## src/rtl/handshaked_serializer.sv

```systemverilog
// handshaked_serializer
//
// Downstream stage for the handshaked FIFO. Each accepted DATA_WIDTH word is
// emitted as RATIO = DATA_WIDTH/OUT_WIDTH chunks of OUT_WIDTH bits on a
// valid/ready output. The next word can be accepted in the same cycle that the
// last chunk of the current word transfers, so the output has no bubble
// between words.
//
// Ports
//   clk           clock, all state changes on posedge
//   rst_n         asynchronous active-low reset
//   dataIn_data   input word
//   dataIn_vld    input word valid
//   dataIn_rd     ready for an input word (from cnt and dataOut_rd only)
//   dataOut_data  current chunk
//   dataOut_vld   chunk valid
//   dataOut_rd    sink ready
//   dataOut_last  current chunk is the final chunk of its word
//
// Configuration
//   HANDSHAKED_SERIALIZER_MSB_FIRST_EN
//     undefined: chunks are emitted LSB first.
//     defined:   chunks are emitted MSB first.
//   Handshake, counter and timing are the same in both builds.

module handshaked_serializer #(
    parameter int unsigned DATA_WIDTH = 8,
    parameter int unsigned OUT_WIDTH  = 2
) (
    input  logic                  clk,
    input  logic                  rst_n,
    input  logic [DATA_WIDTH-1:0] dataIn_data,
    input  logic                  dataIn_vld,
    output logic                  dataIn_rd,
    output logic [OUT_WIDTH-1:0]  dataOut_data,
    output logic                  dataOut_vld,
    input  logic                  dataOut_rd,
    output logic                  dataOut_last
);

    localparam int unsigned RATIO = DATA_WIDTH / OUT_WIDTH;
    localparam int unsigned CNT_W = $clog2(RATIO + 1);

    localparam logic [CNT_W-1:0] CntFull = CNT_W'(RATIO);
    localparam logic [CNT_W-1:0] CntOne  = CNT_W'(1);
    localparam logic [CNT_W-1:0] CntZero = '0;

    // shift_q holds the not-yet-emitted chunks of the current word.
    // cnt_q counts chunks still to emit.
    logic [DATA_WIDTH-1:0] shift_q, shift_d;
    logic [CNT_W-1:0]      cnt_q, cnt_d;

    logic in_xfer;
    logic out_xfer;

    always_comb begin
        dataOut_vld  = (cnt_q != CntZero);
        dataOut_last = (cnt_q == CntOne);
        // Ready when empty, or when the last chunk leaves this cycle.
        dataIn_rd    = (cnt_q == CntZero) | ((cnt_q == CntOne) & dataOut_rd);
`ifdef HANDSHAKED_SERIALIZER_MSB_FIRST_EN
        dataOut_data = shift_q[DATA_WIDTH-1 -: OUT_WIDTH];
`else
        dataOut_data = shift_q[OUT_WIDTH-1:0];
`endif
    end

    assign in_xfer  = dataIn_vld & dataIn_rd;
    assign out_xfer = dataOut_vld & dataOut_rd;

    always_comb begin
        shift_d = shift_q;
        cnt_d   = cnt_q;
        // Loading wins over a simultaneous last-chunk transfer (back-to-back).
        if (in_xfer) begin
            shift_d = dataIn_data;
            cnt_d   = CntFull;
        end else if (out_xfer) begin
`ifdef HANDSHAKED_SERIALIZER_MSB_FIRST_EN
            shift_d = shift_q << OUT_WIDTH;
`else
            shift_d = shift_q >> OUT_WIDTH;
`endif
            cnt_d   = cnt_q - CntOne;
        end
    end

    always_ff @(posedge clk or negedge rst_n) begin
        if (!rst_n) begin
            shift_q <= '0;
            cnt_q   <= '0;
        end else begin
            shift_q <= shift_d;
            cnt_q   <= cnt_d;
        end
    end

endmodule

```

## config.mk

```make
export PLATFORM = sky130hd
export DESIGN_NAME = handshaked_serializer
export DESIGN_NICKNAME = d
export VERILOG_FILES = /design/src/rtl/handshaked_serializer.sv
export SDC_FILE = /design/constraint.sdc
export NUM_CORES = 1
export LEC_CHECK = 0
export CAP_MARGIN = 20
export CORE_MARGIN = 8
export CORE_UTILIZATION = 40
export DETAILED_ROUTE_END_ITERATION = 8
export PLACE_DENSITY = 0.65
export SLEW_MARGIN = 20
export SYNTH_ARGS = -nofsm -noshare
export SYNTH_HDL_FRONTEND = slang
export SYNTH_SLANG_ARGS = --single-unit
```

## constraint.sdc

```tcl
create_clock -name clk -period 2.37 [get_ports clk]
set_clock_uncertainty 0.1 [all_clocks]
set_input_delay 0.5925 -clock clk [delete_from_list [all_inputs] [get_ports clk]]
set_output_delay 0.5925 -clock clk [all_outputs]
set_load 0.1 [all_outputs]
```

### Word level (Yosys, flattened, before mapping)

Cells that the tools add are included.

* bits of input ports: 12
* register bits after elaboration: 11
* output and inout bits: 5

* add/sub/neg operators: 1
* bitwise operators: 4
* multiplexer cells: 4
* reduce and logical (&&, ||, !) cells: 3
* equality and inequality tests: 1

Operator list (count)
* $mux W8: 2
* $mux W3: 2
* $and A1 B1 Y1: 3
* $eq A3 B1 Y1 const B: 1
* $logic_not A3 Y1: 1
* $reduce_bool A3 Y1: 1
* $sub A3 B1 Y3 const B: 1
* $reduce_bool A2 Y1: 1
* $or A1 B1 Y1: 1

### Longest topological paths before layout

Gate-level depths: netlist of the first run.

* depth in word-level cells: 5
* depth in mapped cells: 7

### Least setup slack after synthesis of the first run

OpenSTA, ideal clock, no wires.

* kind: reg-to-output
* start point: register cnt_q[0]
* end point: output dataIn_rd
* setup slack: -0.547 ns
* stages on the path, launching flop included: 6
* data arrival time: 2.224 ns
* path through: dfrtp_1 inv_1 ha_1 nor2b_2 inv_1 nand2_1

* longest elaborated chain between the ends: 3
* elaborated cells on any way between the ends: 4

RTL lines
* from (decl): line 51 `logic [CNT_W-1:0] cnt_q, cnt_d;`
* from (signal assigned): line 94 `cnt_q <= cnt_d;`
* $eq A3 B1 Y1: line 60 `dataIn_rd = (cnt_q == CntZero) | ((cnt_q == CntOne) & dataOut_rd);`
* $and A1 B1 Y1: line 60
* $or A1 B1 Y1 *: line 60
* to (decl): line 34 `output logic dataIn_rd,`

Mark *: on every way between the ends. The rest lies on a longest branch, timed or not.

### Worst setup path after layout of the first run

Same ends and word-level chain as after synthesis.

==> results.cfg, run 1 <==
[global_routing]
antenna_found_initial = 0
grt_pass1_vias = 411
grt_max_degree = 15
track_usage_pct = 9.17
grt_pass1_wl_mm = 1.96
grt_overflow = 0

[worst_setup_path]
end_kind = primary output
r2r_setup_slack_ns = 0.46
criticalPathCategory = flip-flop to primary output
path_cells = inv_1 > ha_2 > nor2b_4 > clkinvlp_4 > nand2_8 > buf_12
crit_fanout = 4
cp_slowest_cell = dfrtp_1
max_stage_delay_ns = 0.41
rr_startpoint = cnt_q[0]
worst_setup_path_start_kind = flip-flop
path_delay_family = buffers and inverters
required_ns = 1.68
cp_num_buf_inv = 3
crit_start = cnt_q[0]
arrival_ns = 1.59

[route]
ant_nets = 0
drc = 0
wirelength_mm = 1.22
vias = 456
routedWlPerCell_um = 13.4
viasPerCell = 5.01
drt_iter0_drc = 3
drtPass1Iterations = 4

[cts]
cts-htree-levels = 1
cts.sink_count = 11
clk_pin_slew_ns = 0.07
hold_buffers = 0
root_buffer = clkbuf_4
clk_path_buf_depth = 2
clock_latency_ns = 0.27
cts_buffers = 3
cts_tree = done

[floorplan]
die_width_um = 55.0
num_rows = 14
start_util_pct = 41.2
dieArea_um2 = 3020
core_area_um2 = 1470
io_pins = 17
fp.dieH_um = 55.0

[placement]
io_buffers = 16
hpwlAfterDp_um = 903
dp_slack_ns = 0.110
place.gp.congestion = 0.714

[finish]
area_delta_synth_final_pct = 41.4
fin_nets = 91
drive_gt1_share_pct = 30.7
num_antenna_cells = 0
utilization_pct = 58.3
fill_cells = 133

[pwr]
max-vdd-ir-drop_mv = 0.844
p_comb_share_pct = 63.5
switching_share_pct = 48.3
cellLeakagePower_nw = 0.365
p_int_mw = 0.649
pwr-share-seq_pct = 26.2
clkPwrFrac_pct = 10.2
cellPowerDensity_nw_per_um2 = 1460
p_switching_mw = 0.606

[logic_synthesis]
synth-seq-area-share_pct = 45.4
synth_seq_cells = 11
syn-cell-area_um2 = 607
syn-num-nets = 70
syn_avg_cell_area_um2 = 11.0
ys.warnings.count = 0
syn_inst = 55
synth_cell_type_count = 19

[timing]
min_period_ns = 2.28
tns_ns = 0
fmax_mhz = 438
fin_crit_sh_pct = 96.3
finalWorstSetupSlack_ns = 0.0882
relSlewSlack_pct = 66.3
worst_pin_slew_ns = 0.504
maxSlewViolCount = 0
setup_viol = 0
hold_viol_final = 0

[run]
maxCapViolCount = 0

[hold_path]
worstHoldPathType = flip-flop to flip-flop
holdCritStartpoint = shift_q[6]

[run_status]
status = finished clean
-- through the flow --
stage               power (mW)  std cells  cell area (µm²)  hold WS [ns]
finish                    1.26         91              858         0.409
global route              1.34         91              858         0.445
CTS                       1.23         88              833         0.416
detailed placement        1.10         84              807         0.395
global placement          1.09         84              807         0.388
floorplan                0.935         55              632         0.197
-- cell usage after synthesis, drive strengths merged --
| library cell | instances | share of area [%] |
|---|---|---|
| mux2 | 1 | 2.5 |
| a22o | 2 | 2.9 |
| o22ai | 1 | 2.1 |
| buf | 4 | 6.2 |
| a21oi | 7 | 5.8 |
| nor2 | 6 | 3.7 |
| o21ai | 1 | 1.4 |
| a211oi | 1 | 1.2 |
| nor2b | 1 | 1.4 |
| ha | 3 | 6.2 |
| or2 | 1 | 1.4 |
| and2b | 1 | 1.4 |
| inv | 3 | 1.9 |
| nand2 | 3 | 1.9 |
| nor3b | 1 | 2.1 |
| mux2i | 7 | 12 |
| a31oi | 1 | 1.0 |
| dfrtp | 11 | 45 |
-- sequential cells by signal, summed over array words and instances (netlist names) --
signal	cells
shift_q	8
cnt_q	3
-- cell usage in the layout, fill, tap and decap left out, types with 2 or more instances in the layout --
master,synthesis,final
buf_4,2,6
dfrtp_1,11,11
mux2i_1,7,7
nand2_1,3,2
a22o_1,2,2
buf_12,0,3
a21oi_1,7,7
ha_1,3,2
nor2_1,6,6
clkbuf_4,0,3
clkdlybuf4s50_1,0,11
-- area by class of cell --
class	instances	area, µm²	share of cell area [%]
Clock buffer	4	26.3	3.06
Inverter	3	15.0	1.75
Multi-Input combinational cell	37	307	35.7
Sequential cell	11	275	32.1
Tap cell	16	20.0	2.33
Timing Repair Buffer	20	215	25.1
-- per-layer routing --
metal	vias to the layer above	global-route usage (%)	wire length, µm	part of all wire, %
li1	227	-	-	-
met2	11	13.0	596	49
met3	2	3.21	70	5.8
met5	-	0	0	0
met4	0	4.80	9	0.74
met1	216	12.0	538	44
-- power by group through the flow --
stage / registers (mW) / clock network (mW) / logic [mW]
4_1_cts: 0.331 / 0.132 / 0.769
3_3_place_gp: 0.332 / 0 / 0.759
3_5_place_dp: 0.335 / 0 / 0.763
6_report: 0.329 / 0.128 / 0.797
5_1_grt: 0.345 / 0.148 / 0.851
2_1_floorplan: 0.323 / 0 / 0.613
-- cell families after synthesis --
family / count (synthesis) / synth area share, %
buf+inv: 7 / 8.04
mux: 8 / 14.0
compound gates: 13 / 14.4
simple gates: 13 / 12.0
fa+ha+maj: 3 / 6.19
flops: 11 / 45.4
-- worst reg2reg max path, cell delays in order, from the launching register on --
cell,delay (ns)
dfrtp_1,0.41
inv_1,0.10
ha_2,0.18
nor2b_4,0.19
buf_4,0.13
mux2_4,0.36
a211oi_1,0.26
a31oi_1,0.06
-- worst paths after layout --
check | to | cells after the start
worst min register to register | shift_q[6] | 1
worst max-delay path | dataIn_rd | 6
worst min-delay path | shift_q[6] | 1
max in group asynchronous | cnt_q[2] | 1
min in group asynchronous | shift_q[1] | 1
worst max register to register | cnt_q[2] | 7
-- timing repair --
| item | 4_1_cts | 5_1_grt |
|---|---|---|
| setup endpoints to repair | 0 | 2 |
| setup buffers | 0 | 3 |
| resized for setup | 0 | 2 |
Note: power is estimated with default switching activity, not from simulation.
==> run 2: changes to the inputs <==
--- a/config.mk
+++ b/config.mk
@@ -7,9 +7,11 @@
 export LEC_CHECK = 0
 export CAP_MARGIN = 20
 export CORE_MARGIN = 8
-export CORE_UTILIZATION = 40
+export CORE_UTILIZATION = 28
 export DETAILED_ROUTE_END_ITERATION = 8
-export PLACE_DENSITY = 0.65
+export GPL_TIMING_DRIVEN = 0
+export PLACE_DENSITY = 0.48
+export REMOVE_ABC_BUFFERS = 1
 export SLEW_MARGIN = 20
 export SYNTH_ARGS = -nofsm -noshare
 export SYNTH_HDL_FRONTEND = slang
==> run 2 against run 1 <==
Compared with the run above:
- design area decreased by 8.6%
- cell count rose by 8.8%
- global-route usage decreased by 2.7 points
- routed wire length decreased by 7.2%
- sequential power barely moved
- sequential cell count stayed put
- hold slack got worse by 0.0044 ns
- clock-buffer cell count unchanged
- maximum frequency grew 0.89%
- power fell by 12%
- largest cell class unchanged
==> results.cfg, run 2 (synthesized netlist as in run 1, its figures left out) <==
[worst_setup_path]
rr_worst_depth = 6
r2r_setup_slack_ns = 0.51
end_kind = primary output
worst_setup_path_start_kind = flip-flop
arrival_ns = 1.57
required_ns = 1.68
criticalPathCategory = flip-flop to primary output
rr_startpoint = cnt_q[0]
reg2reg_to = cnt_q[2]
crit_fanout = 4

[finish]
multi_input_area_um2 = 289
design_area_um2 = 785
num_antenna_cells = 0
largest_register_ff_count = 8
fin_nets = 87
utilization_pct = 36.9
area_delta_synth_final_pct = 29.3
fill_cells = 233
drive_gt1_share_pct = 18.3
regMostFlops = shift_q
largestRegisters = shift_q x8, cnt_q x3
seq_area_um2 = 275
mostFrequentLayoutCells = dfrtp_1, clkdlybuf4s50_1, mux2i_1, a21oi_1, nor2_1

[global_routing]
grt_pass1_vias = 480
grt_max_degree = 15
antenna_found_initial = 0
grt_overflow = 0
grt_pass1_wl_mm = 2.03
track_usage_pct = 6.45

[pwr]
p_comb_share_pct = 59.0
switching_share_pct = 51.2
p_int_mw = 0.537
pwr-share-seq_pct = 29.9
max-vdd-ir-drop_mv = 0.593
clkPwrFrac_pct = 11.1
p_switching_mw = 0.564
cellPowerDensity_nw_per_um2 = 1400
total_power_mw = 1.10
cellLeakagePower_nw = 0.334

[timing]
min_period_ns = 2.26
rsz0062_at_grt = no
hold_viol_final = 0
maxSlewViolCount = 0
setup_viol = 0
worst_pin_slew_ns = 0.960
relSlewSlack_pct = 36.2
fin_crit_sh_pct = 95.4
fmax_mhz = 442

[floorplan]
start_util_pct = 28.5
dieArea_um2 = 3910
io_pins = 17
die_width_um = 62.6
num_rows = 17
core_area_um2 = 2130
fp.dieH_um = 62.6

[run]
maxCapViolCount = 0

[cts]
cts-htree-levels = 1
cts.sink_count = 11
post-cts-setup-buffers = 0
hold_buffers = 0
root_buffer = clkbuf_4
clock_latency_ns = 0.26
clk_path_buf_depth = 2
cts_buffers = 3
clk_pin_slew_ns = 0.07
cts_tree = done

[route]
wirelength_mm = 1.13
ant_nets = 0
viasPerCell = 4.20
drtPass1Iterations = 4
drc = 0
vias = 416
drt_iter0_drc = 4
routedWlPerCell_um = 11.4

[hold_path]
hold_end = shift_q[7]
holdCritStartpoint = shift_q[7]
holdPathStages = 1
worstHoldPathType = flip-flop to flip-flop

[placement]
io_buffers = 16
hpwlAfterDp_um = 890
placed_cell_area_um2 = 764
place.gp.congestion = 0.660

[run_status]
status = finished clean
==> run 2: changes by cell type in the layout (fill, tap and decap cells not counted), moves of 2 or more <==
cell           delta
buf_12            -3
dlygate4sd2_1     +2
buf_4             -5
inv_1             +2
==> run 2: cell type report <==
class	instances	share of cell area, %
Multi-Input combinational cell	37	36.8
Clock buffer	4	3.35
Tap cell	28	4.47
Timing Repair Buffer	16	18.8
Sequential cell	11	35.1
Inverter	3	1.44
==> run 2: power by group through the flow <==
| stage | clock network, mW | registers, mW | logic (mW) |
|---|---|---|---|
| finish | 0.122 | 0.329 | 0.649 |
| global route | 0.139 | 0.341 | 0.694 |
| CTS | 0.131 | 0.328 | 0.651 |
| detailed placement | 0 | 0.333 | 0.673 |
| global placement | 0 | 0.331 | 0.671 |
| floorplan | 0 | 0.443 | 0.409 |
==> run 2: worst max-delay path, stage by stage (launching register included) <==
cell,delay [ns]
dfrtp_1,0.42
inv_1,0.09
ha_1,0.17
nor2b_2,0.22
inv_1,0.07
nand2_1,0.06
buf_4,0.28
==> run 2: metrics by stage <==
step / worst slack, ns / cells / setup TNS (ns) / hold slack [ns]
finish: 0.108 / 99 / 0 / 0.405
global route: 0.0331 / 99 / 0 / 0.435
CTS: 0.0279 / 99 / 0 / 0.412
detailed placement: -0.730 / 95 / -3.00 / 0.391
global placement: -0.733 / 95 / -3.10 / 0.393
floorplan: -0.547 / 51 / -0.547 / 0.197
==> run 2: what timing repair did <==
action                     CTS  global route
setup endpoints to repair    5             8
pin swaps                    0             0
resized for setup           16             4
cloned                       0             0
==> run 2: worst max-delay path by stage <==
stage,startpoint,endpoint,slack (ns),cells past startpoint
after CTS,cnt_q[0],dataOut_vld,0.03,5
after global routing,cnt_q[1],dataIn_rd,0.03,6
after detailed placement,dataOut_rd,dataIn_rd,-0.73,4
final,cnt_q[0],dataIn_rd,0.11,6
after global placement,dataOut_rd,dataIn_rd,-0.73,4
after floorplan,cnt_q[0],dataIn_rd,-0.55,5
==> run 2: routing by layer <==
| metal | GRT usage, % | routed length [µm] | up-vias | part of all wire, % |
|---|---|---|---|---|
| met2 | 10.5 | 540 | 7 | 48 |
| li1 | - | - | 223 | - |
| met4 | 5.98 | 21 | 0 | 1.9 |
| met1 | 6.67 | 515 | 184 | 46 |
| met5 | 0 | 0 | - | 0 |
| met3 | 1.61 | 51 | 2 | 4.5 |
==> run 3: changes to the inputs <==
--- a/config.mk
+++ b/config.mk
@@ -10,6 +10,8 @@
 export CORE_UTILIZATION = 28
 export DETAILED_ROUTE_END_ITERATION = 8
 export GPL_TIMING_DRIVEN = 0
+export HOLD_SLACK_MARGIN = 0.15
+export MAX_ROUTING_LAYER = met4
 export PLACE_DENSITY = 0.48
 export REMOVE_ABC_BUFFERS = 1
 export SLEW_MARGIN = 20
==> results of run 3 <==
Final layout, timing and power as in run 2 (identical DEF).
Among the figures that moved: final weighted congestion in routability-driven placement 0.660 -> 0.666; overall routing resource usage 6.45% -> 6.63%; violation count after the first detailed-route iteration 4 -> 19
